[config.mk]
export PLATFORM = sky130hd
export DESIGN_NAME = pwm_ramp_ctrl
export DESIGN_NICKNAME = d
export VERILOG_FILES = /design/src/rtl/pwm_ramp_ctrl_pkg.sv /design/src/rtl/pwm_ramp_ctrl_prescaler.sv /design/src/rtl/pwm_ramp_ctrl.sv
export SDC_FILE = /design/constraint.sdc
export NUM_CORES = 1
export LEC_CHECK = 0
export ABC_AREA = 1
export CAP_MARGIN = 20
export CORE_ASPECT_RATIO = 1.75
export CORE_MARGIN = 3
export CORE_UTILIZATION = 50
export DETAILED_ROUTE_END_ITERATION = 10
export PLACE_DENSITY_LB_ADDON = 0.2
export SETUP_SLACK_MARGIN = 0.3
export SLEW_MARGIN = 10
export SYNTH_ARGS = -nofsm -noshare
export SYNTH_HDL_FRONTEND = slang
export SYNTH_HIERARCHICAL = 1
export SYNTH_SLANG_ARGS = --single-unit
[constraint.sdc]
create_clock -name clk -period 4.1 [get_ports clk]
set_input_delay 0.615 -clock clk [delete_from_list [all_inputs] [get_ports clk]]
set_output_delay 0.615 -clock clk [all_outputs]
set_load 0.05 [all_outputs]
[src/rtl/pwm_ramp_ctrl_pkg.sv]
`default_nettype none
// +--------------------------------------------------------------------------+
// | pwm_ramp_ctrl_pkg : register map, FSM encodings, ramp step helper        |
// | Revision 1.0                                                             |
// +--------------------------------------------------------------------------+
package pwm_ramp_ctrl_pkg;

  localparam logic [1:0] ADDR_PRESCALE = 2'd0;
  localparam logic [1:0] ADDR_TARGET   = 2'd1;
  localparam logic [1:0] ADDR_STEP     = 2'd2;
  localparam logic [1:0] ADDR_CTRL     = 2'd3;

  localparam logic [1:0] ST_IDLE = 2'd0;
  localparam logic [1:0] ST_RAMP = 2'd1;
  localparam logic [1:0] ST_HOLD = 2'd2;
  localparam logic [1:0] ST_STOP = 2'd3;

  localparam int CTRL_MOD_BIT   = 0;
  localparam int CTRL_DWELL_LSB = 4;
  localparam int CTRL_DWELL_MSB = 7;

  // One ramp step toward tgt; 9-bit math so the result never wraps past 0/255.
  function automatic logic [7:0] step_toward(input logic [7:0] cur,
                                             input logic [7:0] tgt,
                                             input logic [7:0] step);
    logic [8:0] s;
    logic [8:0] diff;
    logic [8:0] nxt;
    s = (step == 8'd0) ? 9'd1 : {1'b0, step};
    if (tgt >= cur) begin
      diff = {1'b0, tgt} - {1'b0, cur};
      nxt  = {1'b0, cur} + s;
    end else begin
      diff = {1'b0, cur} - {1'b0, tgt};
      nxt  = {1'b0, cur} - s;
    end
    step_toward = (diff <= s) ? tgt : nxt[7:0];
  endfunction

endpackage
`default_nettype wire

[src/rtl/pwm_ramp_ctrl_prescaler.sv]
`default_nettype none
// +--------------------------------------------------------------------------+
// | pwm_prescaler : divides clk into the run_ctrl clock-enable (period P+1)  |
// | Revision 1.0                                                             |
// +--------------------------------------------------------------------------+
module pwm_prescaler
  import pwm_ramp_ctrl_pkg::*;
#(
  parameter int PRESC_W = 8
) (
  input  logic               clk,
  input  logic               rst,
  input  logic               clr,
  input  logic [PRESC_W-1:0] presc,
  output logic               run_ctrl
);

  logic [PRESC_W-1:0] pcnt_q, pcnt_d;
  logic               run_ctrl_q, run_ctrl_d;

  // presc only changes together with clr, so pcnt never overshoots it.
  always_comb begin
    pcnt_d     = (clr || (pcnt_q == presc)) ? '0 : pcnt_q + 1'b1;
    run_ctrl_d = !clr && (pcnt_q == presc);
  end

  always_ff @(posedge clk or negedge rst) begin
    if (!rst) begin
      pcnt_q     <= '0;
      run_ctrl_q <= 1'b0;
    end else begin
      pcnt_q     <= pcnt_d;
      run_ctrl_q <= run_ctrl_d;
    end
  end

  assign run_ctrl = run_ctrl_q;

endmodule
`default_nettype wire

[src/rtl/pwm_ramp_ctrl.sv]
`default_nettype none
// +--------------------------------------------------------------------------+
// | pwm_ramp_ctrl : register-driven width ramp controller for the PWM/FM gen |
// | Option PWM_RAMP_SOFTSTOP_EN: stop ramps width to 0 before disabling.     |
// | Revision 1.0                                                             |
// +--------------------------------------------------------------------------+
module pwm_ramp_ctrl
  import pwm_ramp_ctrl_pkg::*;
#(
  parameter logic [7:0] WIDTH_INIT = 8'h33,
  parameter int         PRESC_W    = 8,
  parameter int         DWELL_W    = 4
) (
  input  logic       clk,
  input  logic       rst,
  input  logic       cfg_wr,
  input  logic [1:0] cfg_addr,
  input  logic [7:0] cfg_wdata,
  input  logic       start,
  input  logic       stop,
  output logic       run_ctrl,
  output logic       pwm_oen,
  output logic       pwm_mod,
  output logic [7:0] pwm_width,
  output logic       busy,
  output logic       done
);

`ifdef PWM_RAMP_SOFTSTOP_EN
  localparam logic [1:0] STOP_NEXT = ST_STOP;
`else
  localparam logic [1:0] STOP_NEXT = ST_IDLE;
`endif

  logic [PRESC_W-1:0] presc_q, presc_d;
  logic [7:0]         target_q, target_d;
  logic [7:0]         step_q, step_d;
  logic [DWELL_W-1:0] dwell_q, dwell_d;
  logic               mod_cfg_q, mod_cfg_d;
  logic [1:0]         state_q, state_d;
  logic [7:0]         width_q, width_d;
  logic [DWELL_W-1:0] dcnt_q, dcnt_d;
  logic               pwm_mod_q, pwm_mod_d;
  logic               pwm_oen_q, pwm_oen_d;
  logic               busy_q, busy_d;
  logic               done_q, done_d;
  logic               presc_clr;
  logic               ramping;
  logic               step_now;
  logic [7:0]         ramp_tgt;
  logic [7:0]         next_w;

  assign presc_clr = cfg_wr && (cfg_addr == ADDR_PRESCALE);

  pwm_prescaler #(.PRESC_W(PRESC_W)) u_presc (
    .clk      (clk),
    .rst      (rst),
    .clr      (presc_clr),
    .presc    (presc_q),
    .run_ctrl (run_ctrl)
  );

  always_comb begin
    presc_d   = presc_q;
    target_d  = target_q;
    step_d    = step_q;
    dwell_d   = dwell_q;
    mod_cfg_d = mod_cfg_q;
    if (cfg_wr) begin
      case (cfg_addr)
        ADDR_PRESCALE: presc_d  = PRESC_W'(cfg_wdata);
        ADDR_TARGET:   target_d = cfg_wdata;
        ADDR_STEP:     step_d   = cfg_wdata;
        default: begin
          dwell_d   = DWELL_W'(cfg_wdata[CTRL_DWELL_MSB:CTRL_DWELL_LSB]);
          mod_cfg_d = cfg_wdata[CTRL_MOD_BIT];
        end
      endcase
    end
  end

  // >= rather than == keeps stepping alive if dwell is lowered mid-ramp.
  assign ramping  = (state_q == ST_RAMP) || (state_q == ST_STOP);
  assign step_now = run_ctrl && (dcnt_q >= dwell_q);
  assign ramp_tgt = (state_q == ST_STOP) ? 8'h00 : target_q;
  assign next_w   = step_toward(width_q, ramp_tgt, step_q);

  always_comb begin
    state_d   = state_q;
    width_d   = width_q;
    dcnt_d    = dcnt_q;
    pwm_mod_d = pwm_mod_q;
    done_d    = 1'b0;

    if (ramping && !stop && run_ctrl) begin
      if (step_now) begin
        dcnt_d  = '0;
        width_d = next_w;
      end else begin
        dcnt_d = dcnt_q + 1'b1;
      end
    end

    case (state_q)
      ST_IDLE: begin
        dcnt_d = '0;
        if (start && !stop) begin
          state_d   = ST_RAMP;
          pwm_mod_d = mod_cfg_d;
        end
      end
      ST_RAMP: begin
        if (stop) begin
          state_d = STOP_NEXT;
          dcnt_d  = '0;
        end else if (step_now && (next_w == target_q)) begin
          state_d = ST_HOLD;
          done_d  = 1'b1;
        end
      end
      ST_HOLD: begin
        dcnt_d = '0;
        // Comparing the register also catches a TARGET write that raced the final step.
        if (stop) state_d = STOP_NEXT;
        else if (target_q != width_q) state_d = ST_RAMP;
      end
`ifdef PWM_RAMP_SOFTSTOP_EN
      ST_STOP: begin
        if (stop) state_d = ST_IDLE;
        else if (step_now && (next_w == 8'h00)) state_d = ST_IDLE;
      end
`endif
      default: state_d = ST_IDLE;
    endcase

    pwm_oen_d = (state_d == ST_IDLE);
    busy_d    = (state_d != ST_IDLE);
  end

  always_ff @(posedge clk or negedge rst) begin
    if (!rst) begin
      presc_q   <= '0;
      target_q  <= WIDTH_INIT;
      step_q    <= 8'd1;
      dwell_q   <= '0;
      mod_cfg_q <= 1'b1;
      state_q   <= ST_IDLE;
      width_q   <= WIDTH_INIT;
      dcnt_q    <= '0;
      pwm_mod_q <= 1'b1;
      pwm_oen_q <= 1'b1;
      busy_q    <= 1'b0;
      done_q    <= 1'b0;
    end else begin
      presc_q   <= presc_d;
      target_q  <= target_d;
      step_q    <= step_d;
      dwell_q   <= dwell_d;
      mod_cfg_q <= mod_cfg_d;
      state_q   <= state_d;
      width_q   <= width_d;
      dcnt_q    <= dcnt_d;
      pwm_mod_q <= pwm_mod_d;
      pwm_oen_q <= pwm_oen_d;
      busy_q    <= busy_d;
      done_q    <= done_d;
    end
  end

  assign pwm_oen   = pwm_oen_q;
  assign pwm_mod   = pwm_mod_q;
  assign pwm_width = width_q;
  assign busy      = busy_q;
  assign done      = done_q;

endmodule
`default_nettype wire
== Yosys cells after proc, flatten, opt, wreduce, memory -nomap -nowiden ==
Index checks and enable logic that the tools add are counted.
Cells by class
  multiply operators: 0
  div/mod/pow operators: 0
  multiplexer cells: 21
  add/sub/neg operators: 6
  shift operators: 0
  eq/ne operators: 8
  reductions and logical operators: 24
  bitwise operators: 1
  order comparisons: 3
Operators with widths (number)
  two-way mux 8 bit: 5
  subtractor 8 x 8 -> 9 bit: 2
  == test 8 bit: 2
  two-way mux 4 bit: 3
  AND reduction 2 bit: 6
  two-way mux 2 bit: 5
  <= comparator 9 x 8 -> 1 bit: 1
  two-way mux 9 bit: 1
  adder 8 x 1 -> 8 bit, second input constant: 1
  adder 8 bit: 1
  >= comparator 8 bit: 1
  zero test 8 bit: 1
  inequality test 8 bit: 1
  case mux 4 bit (2 select lines): 1
  subtractor 8 bit: 1
  logical AND 1 bit: 7
  == test 2 bit, second input constant: 3
  zero test 2 bit: 3
  case mux 2 bit (3 select lines): 1
  two-way mux 1 bit: 5
  adder 4 x 1 -> 4 bit, second input constant: 1
  == test 2 x 1 -> 1 bit, second input constant: 2
  >= comparator 4 bit: 1
  OR reduction 3 bit: 1
  other kinds (5): 7
Word-level totals
  latch bits: 0
  bits in read-only memories: 0
  RAM bits: 0
  memories kept: 0
  bits in registers: 56
  input bits: 15

== Longest topological paths before layout ==
Gate-level depths: netlist of the first run.
  word-level depth: 12
  gate-level depth with buffers: 38

== By module ==
Netlist of the first run, hierarchy kept.
Modules (own cells, without submodules)
  pwm_ramp_ctrl: sequential area each 1191.1 um^2, times used 1, area each 3796.1 um^2, cells an instance 529
  pwm_prescaler: sequential area each 225.2 um^2, times used 1, area each 539.3 um^2, cells an instance 72

== Worst setup path after synthesis of the first run ==
OpenSTA, ideal clock, no wires.
  path type: reg2reg
  start point: reg width_q[1], in the netlist pwm_width[1]
  end point: reg busy_q, in the netlist busy
  data arrival time: 3972 ps
  setup time: 119 ps
  data required time: 3981 ps
  path slack: 9 ps
  cell stages (with the launch flop): 35
  cells stage by stage: dfstp_2 > inv_1 > ha_1 > nand2_1 > inv_1 > nand2_1 > nand2_1 > nand2_1 > nand2_1 > nand2_2 > nand2_4 > clkbuf_1 > nand2_1 > o21ai_0 > xor2_1 > inv_1 > ha_1 > nand2_1 > nor2_1 > nand2_1 > nand3_1 > nand2_1 > nand2_1 > nand2_1 > nand2_1 > nand2_2 > nand2_4 > buf_6 > nand2_1 > nand3_1 > nand2_1 > nor2_2 > nand4_1 > a21oi_1 > nand2_1
Between the ends
  longest elaborated chain between the ends: 10
  elaborated cells between the ends (all ways): 18
  those cells by class: add/sub (4); order compare (2); eq/ne (2); mux (8); reduce/logical (2)
Ends and longest elaborated chain
  start: declaration: line pwm_ramp_ctrl.sv:41  | logic [7:0] width_q, width_d;
  start signal: assignment: line pwm_ramp_ctrl.sv:161  | width_q <= width_d;
  subtractor 8 x 8 -> 9 bit, or another cell as far along: line pwm_ramp_ctrl_pkg.sv:34  | diff = {1'b0, cur} - {1'b0, tgt};
  two-way mux 9 bit: line pwm_ramp_ctrl_pkg.sv:30  | if (tgt >= cur) begin
  <= comparator 9 x 8 -> 1 bit: line pwm_ramp_ctrl_pkg.sv:37  | step_toward = (diff <= s) ? tgt : nxt[7:0];
  two-way mux 8 bit: line pwm_ramp_ctrl_pkg.sv:37
  == test 8 bit: line pwm_ramp_ctrl.sv:116  | end else if (step_now && (next_w == target_q)) begin
  logical AND 1 bit: line pwm_ramp_ctrl.sv:116
  two-way mux 2 bit: line pwm_ramp_ctrl.sv:116
  two-way mux 2 bit: line pwm_ramp_ctrl.sv:113  | if (stop) begin
  case mux 2 bit (3 select lines) *: line pwm_ramp_ctrl.sv:104  | case (state_q)
  nonzero test 2 bit *: line pwm_ramp_ctrl.sv:137  | busy_d = (state_d != ST_IDLE);
  named net busy_d: line pwm_ramp_ctrl.sv:45  | logic busy_q, busy_d;
  end signal: assignment: line pwm_ramp_ctrl.sv:165  | busy_q <= busy_d;
  end: declaration: line pwm_ramp_ctrl.sv:45
The timed path passes the listed nets; every way through them passes the cells marked *.
A chain may end at the register's enable or synchronous reset.

== Worst setup path in the final report of the first run ==
  start point: reg state_q[0]
  end point: reg busy_q, in the netlist busy
Between the ends
  longest elaborated chain between the ends: 12
  elaborated cells between the ends (all ways): 21
  those cells by class: add/sub (2); order compare (2); eq/ne (4); mux (10); reduce/logical (3)
Ends and longest elaborated chain
  start: declaration: line pwm_ramp_ctrl.sv:40  | logic [1:0] state_q, state_d;
  start signal: assignment: line pwm_ramp_ctrl.sv:160  | state_q <= state_d;
  == test 2 bit: line pwm_ramp_ctrl.sv:85  | assign ramp_tgt = (state_q == ST_STOP) ? 8'h00 : target_q;
  two-way mux 8 bit: line pwm_ramp_ctrl.sv:85
  subtractor 8 x 8 -> 9 bit, or another cell as far along: line pwm_ramp_ctrl_pkg.sv:34
  two-way mux 9 bit: line pwm_ramp_ctrl_pkg.sv:30
  <= comparator 9 x 8 -> 1 bit: line pwm_ramp_ctrl_pkg.sv:37
  two-way mux 8 bit: line pwm_ramp_ctrl_pkg.sv:37
  == test 8 bit: line pwm_ramp_ctrl.sv:116
  logical AND 1 bit: line pwm_ramp_ctrl.sv:116
  two-way mux 2 bit: line pwm_ramp_ctrl.sv:116
  two-way mux 2 bit: line pwm_ramp_ctrl.sv:113
  case mux 2 bit (3 select lines) *: line pwm_ramp_ctrl.sv:104
  named net state_d[1]: line pwm_ramp_ctrl.sv:40
  nonzero test 2 bit *: line pwm_ramp_ctrl.sv:137
  named net busy_d: line pwm_ramp_ctrl.sv:45
Marked as above.

==> flow_summary_export.csv, run 1 <==
group,metric,value,unit
sta,final_hold_viol_count,0,
global_routing,grt_pass1_vias,4378,
logic_synthesis,syn-cell-area,4340,um2
routing,first_pass_iters,5,
sta,fin_setup_tns,-0.0347,ns
cts,clock_path_buffers,2,
power,power,5.51,mW
critical_path,crit_arrival,4.37,ns
critical_path,path_max_fanout,8,
logic_synthesis,synth_top_area_share,0.254,
cts,cts_tree,"yes",
logic_synthesis,ys_types,39,
global_routing,grtUsageTotal,0.257,
critical_path,cpMaxStageDelayCell,"dfrtp_1",
sta,grt_setup_unrepaired,"yes",
critical_path,critPathBufInv,8,
routing,via_per_inst,5.27,
floorplanning,die_area,9870,um2
placement,port_buffers,27,
power,vdd_drop_max,0.000550,V
logic_synthesis,synth_edf_count,0,
placement,dp.cells,802,
outcome,outcome,"complete, but fails checks",
placement,dpl_worst_slack,-0.236,ns
cts,holdBufCountCts,0,
placement,post_dp_cell_area,5320,um2
critical_path,cpMostUsedCell,"nand2_2",
power,power.share.clock,0.076,
routing,post-route-drc-count,0,
logic_synthesis,synth_top_family_by_area,"simple AND/OR/NAND/NOR gates",
floorplanning,start_util,0.518,
floorplanning,rows,44,
sta,slew_viol_final,0,
cts,clk_pin_slew_worst_paths,0.08,ns
sta,worst_pin_slew,0.654,ns
logic_synthesis,synth_ff_type,"dfrtp_1",
power,power_frac_seq,0.143,
logic_synthesis,synth-async-reset-ratio,1.00,
placement,gp_congestion,0.969,
layout,instances_no_fill,826,
critical_path,endpoint_kind,"register",
logic_synthesis,synth_seq_cells,56,
power,leakage,3.03,nW
cts,cts_max_level,2,
routing,wl_per_cell,15.8,um
logic_synthesis,synth_warnings,6,
power,switching_share,0.496,
layout,fin_nets,765,
logic_synthesis,synth-simple-area-share,0.274,
critical_path,start_kind,"register",
power,p_per_area,903,nW/um2
logic_synthesis,avgSynthCellArea,7.21,um2
routing,drt_iter0_drc,211,
cts,cts.sinks,56,
layout,drive_gt1_frac,0.309,
routing,ant_nets,0,
logic_synthesis,synthTopCellsByArea,"dfrtp_1 (25%), nand2_1 (12%), ha_1 (11%)",
sta,slew_headroom,0.564,
power,p_int,2.77,mW
logic_synthesis,synth.mux.area_fraction,0.00491,
layout,syn_to_final_growth,40.7,%
global_routing,grt_pass1_wl,20100,um
layout,fin_util,0.729,
layout,n_antenna_cell,0,
logic_synthesis,synth-xor-area-share,0.0586,
critical_path,crit_type,"register to register",
hold_path,hp-class,"primary input to async pin",
sta,fin_worst_skew,0.0139,ns
sta,clock.fmax,0.242,GHz
layout,final_cell_area,6100,um2
flow_run,drv_cap,0,
sta,fin_crit,4.13,ns
logic_synthesis,synth_fp_nets,656,
placement,dp_hpwl,9780,um
layout,fillers,637,
routing,dr_total_vias,4356,
critical_path,critPathMaxStageDelay,0.40,ns
sta,setup_viol,2,
floorplanning,die_height,129,um
cts,cts_buffers,5,
global_routing,overflow,0,
sta,layout_setup_ws,-0.0273,ns
outcome,violations,"negative setup slack",
critical_path,critical-path-top-delay-family,"simple AND/OR/NAND/NOR gates",
cts,cts_root_buf,"clkbuf_16",
routing,totalWireLength,13100,um
floorplanning,die_w,76.4,um
logic_synthesis,ys_seq_area_frac,0.327,
global_routing,grt_antenna_before_repair,0,
global_routing,grt_start_max_net_pins,46,
power,p_sw,2.73,mW
sta,hold-worst-slack,0.181,ns
logic_synthesis,synth_top_area_cell,"dfrtp_1",
power,p_comb_frac,0.781,
cts,insertion_delay,0.30,ns
logic_synthesis,synth_compound_area_frac,0.105,
logic_synthesis,syn_inst,601,
logic_synthesis,synthAdderAreaFrac,0.121,
critical_path,required,4.34,ns
sta,period_share,1.01,
floorplanning,ioPinCount,28,
floorplanning,coreArea,8370,um2
[flip-flops by register name, indices dropped and copies added (netlist names), 2 cells and up]
name	flops
dwell_q	4
step_q	8
state_q	2
target_q	8
u_presc/pcnt_q	8
dcnt_q	4
presc_q	8
pwm_width	8
[final timing paths]
check | startpoint | to | slack, ns | cells after the start
worst max register to register | state_q[0]$_DFF_PN0_ | busy$_DFF_PN0_ | -0.03 | 33
max in group asynchronous | rst | pwm_width[2]$_DFFE_PN0P_ | 3.04 | 2
worst min register to register | dwell_q[2]$_DFFE_PN0P_ | dwell_q[2]$_DFFE_PN0P_ | 0.49 | 2
worst min-delay path | rst | done$_DFF_PN0_ | 0.18 | 1
worst max-delay path | state_q[0]$_DFF_PN0_ | busy$_DFF_PN0_ | -0.03 | 33
min in group clk | dwell_q[2]$_DFFE_PN0P_ | dwell_q[2]$_DFFE_PN0P_ | 0.49 | 2
[repair_timing]
action / in CTS / in global routing
gates resized for setup: 60 / 53
pin swaps: 35 / 26
gates cloned: 1 / 0
setup endpoints to repair: 11 / 13
buffers inserted: 8 / 7
[metal layers]
layer,part of all wire,up-vias,track usage
met3,0.023,56,0.0236
met5,0,-,0
met4,0.058,0,0.158
met1,0.36,2066,0.252
met2,0.56,113,0.511
li1,-,2121,-
[layout by cell type, fill, tap and decap left out, drive strengths merged, types with 2 or more instances in the layout]
| cell | instances |
|---|---|
| a21oi | 21 |
| buf | 81 |
| dfstp | 12 |
| clkinv | 2 |
| fa | 3 |
| a211oi | 2 |
| o211ai | 2 |
| dfrtp | 44 |
| clkbuf | 6 |
| xor2 | 19 |
| xnor2 | 10 |
| a31oi | 9 |
| nand2 | 154 |
| clkdlybuf4s50 | 26 |
| nor3 | 4 |
| nor4 | 2 |
| o21ai | 41 |
| nand3 | 41 |
| nor2 | 53 |
| nand4 | 11 |
| nor3b | 2 |
| o21bai | 2 |
| inv | 118 |
| ha | 37 |
[cells in the mapped netlist (3+ instances only)]
master and number:
nand4_1 11, nand2_2 7, ha_1 37, dfstp_2 12
nand2_4 3, nand2_1 143, dfrtp_1 44, nor2_2 5
nand3_1 38, inv_1 115, xnor2_1 10, nor2_1 47
o21ai_0 41, clkbuf_1 5, a31oi_1 9, fa_1 3
nand3_2 3, a21oi_1 21, xor2_1 19
[cell type report]
type | count | area, um2 | area share
clock buffer | 6 | 129 | 0.0211
clock inverter | 2 | 12.5 | 0.00205
inverter | 119 | 465 | 0.0763
multi-input combinational | 421 | 3010 | 0.493
sequential | 56 | 1430 | 0.235
tap | 115 | 144 | 0.0236
timing repair buffer | 107 | 908 | 0.149
[kinds of logic (layout without fill, tap and decap cells)]
kind of cell | after synthesis | after routing
and+or+nand+nor | 267 | 268
muxes | 2 | 2
buffers and inverters | 125 | 234
AOI/OAI and AO/OA | 82 | 82
adders and majority gates | 40 | 40
DFF | 56 | 56
xor gates and xnor gates | 29 | 29
[power by group through the flow]
| stage | logic, mW | registers [mW] | clock network [mW] |
|---|---|---|---|
| after floorplan | 1.87 | 0.951 | 0 |
| after global placement | 3.16 | 0.790 | 0 |
| after detailed placement | 3.22 | 0.796 | 0 |
| after CTS | 3.68 | 0.789 | 0.430 |
| after global routing | 4.65 | 0.804 | 0.451 |
| final | 4.30 | 0.790 | 0.418 |
Note: power is estimated with default switching activity, not from simulation.
==> inputs of run 2 (changes only) <==
Settings changed: CTS_CLUSTER_DIAMETER set to 150.
==> results of run 2 <==
Final layout, timing and power as in run 1 (identical DEF).
==> inputs of run 3 (changes only) <==
Settings changed: CORE_MARGIN 3 to 5.
==> run 3 against run 2 <==
Compared with the run above: the run still ends with negative setup slack left; maximum frequency is 0.25% higher; sequential power about the same; hold slack better by 0.055 ns; cell area rose by 1.1%; register-to-register slack is essentially flat; clock power is 4% higher; sequential share of layout area is 0.25 points lower; combinational power fell by 0.9%; cell count is 1.2% higher; largest cell class unchanged.
==> flow_summary_export.csv, run 3 (synthesis gave the netlist of run 1 again) <==
group,metric,value,unit
routing,ant_nets,0,
critical_path,start_kind,"register",
global_routing,grtUsageTotal,0.247,
power,p_comb_frac,0.777,
critical_path,endpoint_kind,"register",
layout,syn_to_final_growth,42.2,%
critical_path,crit_arrival,4.30,ns
placement,gp_congestion,0.938,
power,switching_share,0.493,
cts,clk_pin_slew_worst_paths,0.07,ns
cts,holdBufCountCts,0,
sta,setup_viol,3,
critical_path,critical-path-top-delay-family,"simple AND/OR/NAND/NOR gates",
layout,instances_no_fill,836,
global_routing,grt_pass1_vias,4335,
layout,drive_gt1_frac,0.331,
cts,cts.sinks,56,
sta,final_hold_viol_count,0,
power,leakage,3.07,nW
routing,wl_per_cell,15.7,um
layout,fin_util,0.720,
outcome,violations,"negative setup slack",
global_routing,use_met1,0.252,
sta,grt_setup_unrepaired,"yes",
sta,slew_viol_final,0,
layout,final_cell_mix,"nand2_1 (113), inv_1 (100), buf_4 (81), dfrtp_1 (41), o21ai_0 (37)",
routing,drt_iter0_drc,203,
critical_path,cpMaxStageDelayCell,"dfrtp_1",
critical_path,critPathMaxStageDelay,0.40,ns
power,p_per_area,890,nW/um2
cts,cts_root_buf,"clkbuf_16",
floorplanning,coreArea,8560,um2
floorplanning,start_util,0.507,
global_routing,use_met3,0.0230,
cts,clock_path_buffers,2,
sta,period_share,1.00,
cts,cts_buffers,5,
sta,fin_worst_skew,0.00438,ns
global_routing,grt.busiest_layer,"met2",
routing,totalWireLength,13100,um
power,p_sw,2.71,mW
global_routing,grt_start_max_net_pins,40,
cts,insertion_delay,0.30,ns
cts,cts_max_level,2,
critical_path,crit_type,"register to register",
layout,final_common_cell,"nand2_1",
layout,n_antenna_cell,0,
global_routing,overflow,0,
power,power_frac_seq,0.143,
floorplanning,die_area,10700,um2
floorplanning,ioPinCount,28,
power,vdd_drop_max,0.000497,V
global_routing,grtUsageMet2,0.467,
routing,first_pass_iters,4,
critical_path,path_max_fanout,8,
global_routing,grt_antenna_before_repair,0,
critical_path,required,4.28,ns
layout,fin_nets,773,
sta,layout_setup_ws,-0.0169,ns
sta,clock.fmax,0.243,GHz
sta,worst_pin_slew,0.638,ns
placement,dp_hpwl,9920,um
floorplanning,die_w,80.4,um
critical_path,critPathBufInv,5,
cts,cts_tree,"yes",
power,power.share.clock,0.079,
outcome,outcome,"complete, but fails checks",
routing,via_per_inst,5.22,
routing,post-route-drc-count,0,
hold_path,hp-class,"primary input to async pin",
placement,port_buffers,27,
power,p_int,2.78,mW
sta,slew_headroom,0.564,
routing,dr_total_vias,4362,
placement,dp.cells,805,
floorplanning,die_height,133,um
floorplanning,rows,45,
critical_path,cpMostUsedCell,"nand2_2",
sta,fin_crit,4.12,ns
flow_run,drv_cap,0,
global_routing,grt_pass1_wl,20500,um
## run 3: changes by cell type in the layout (fill, tap and decap cells not counted), sizes merged
cell,before,now
clkinvlp,1,0
buf,81,89
clkinv,2,3
## run 3: cell type report
| cell class | count | area, um2 |
|---|---|---|
| fillers | 649 | 2390 |
| inverters | 119 | 464 |
| clock buffers | 6 | 139 |
| flip-flops and latches | 56 | 1430 |
| repair buffers | 115 | 961 |
| multi-input cells | 421 | 3010 |
| well taps | 117 | 146 |
| clock inverters | 2 | 10.0 |
## run 3: what timing repair did
action                     in CTS  in global routing
setup endpoints to repair      11                 13
gates cloned                    1                  0
buffers inserted               17                  5
gates resized for setup        67                 52
pin swaps                      48                 36
## run 3: metal layers
layer  vias up  routed length, um
met4         0                948
met3        63                322
met1      2028               4660
met5         -                  0
li1       2147                  -
met2       124               7190
## run 3: through the flow
stage          setup WS [ns]  hold WS, ns  TNS (ns)  total power [mW]  instance area (um2)
2_1_floorplan          0.181        0.319         0              2.82                 4440
3_3_place_gp          -0.111        0.470    -0.328              3.93                 5330
3_5_place_dp          -0.195        0.474    -0.681              4.00                 5330
4_1_cts               0.0856        0.244         0              5.01                 5920
5_1_grt               -0.320        0.264     -1.35              5.88                 6160
6_report             -0.0169        0.236   -0.0292              5.49                 6160
## run 3: power groups by stage
stage	Sequential, mW	Clock, mW	Combinational [mW]
finish	0.787	0.434	4.26
floorplan	0.951	0	1.87
detailed placement	0.792	0	3.20
CTS	0.785	0.447	3.78
global placement	0.790	0	3.14
global route	0.800	0.468	4.61
## run 3: final timing paths
check,startpoint,to,slack (ns),cells past startpoint
min,rst,dcnt_q[0]$_DFF_PN0_,0.24,1
max in group asynchronous,rst,pwm_width[2]$_DFFE_PN0P_,3.00,2
min reg2reg,dwell_q[2]$_DFFE_PN0P_,dwell_q[2]$_DFFE_PN0P_,0.49,2
max,state_q[0]$_DFF_PN0_,busy$_DFF_PN0_,-0.02,28
max reg2reg,state_q[0]$_DFF_PN0_,busy$_DFF_PN0_,-0.02,28
min in group clk,dwell_q[2]$_DFFE_PN0P_,dwell_q[2]$_DFFE_PN0P_,0.49,2
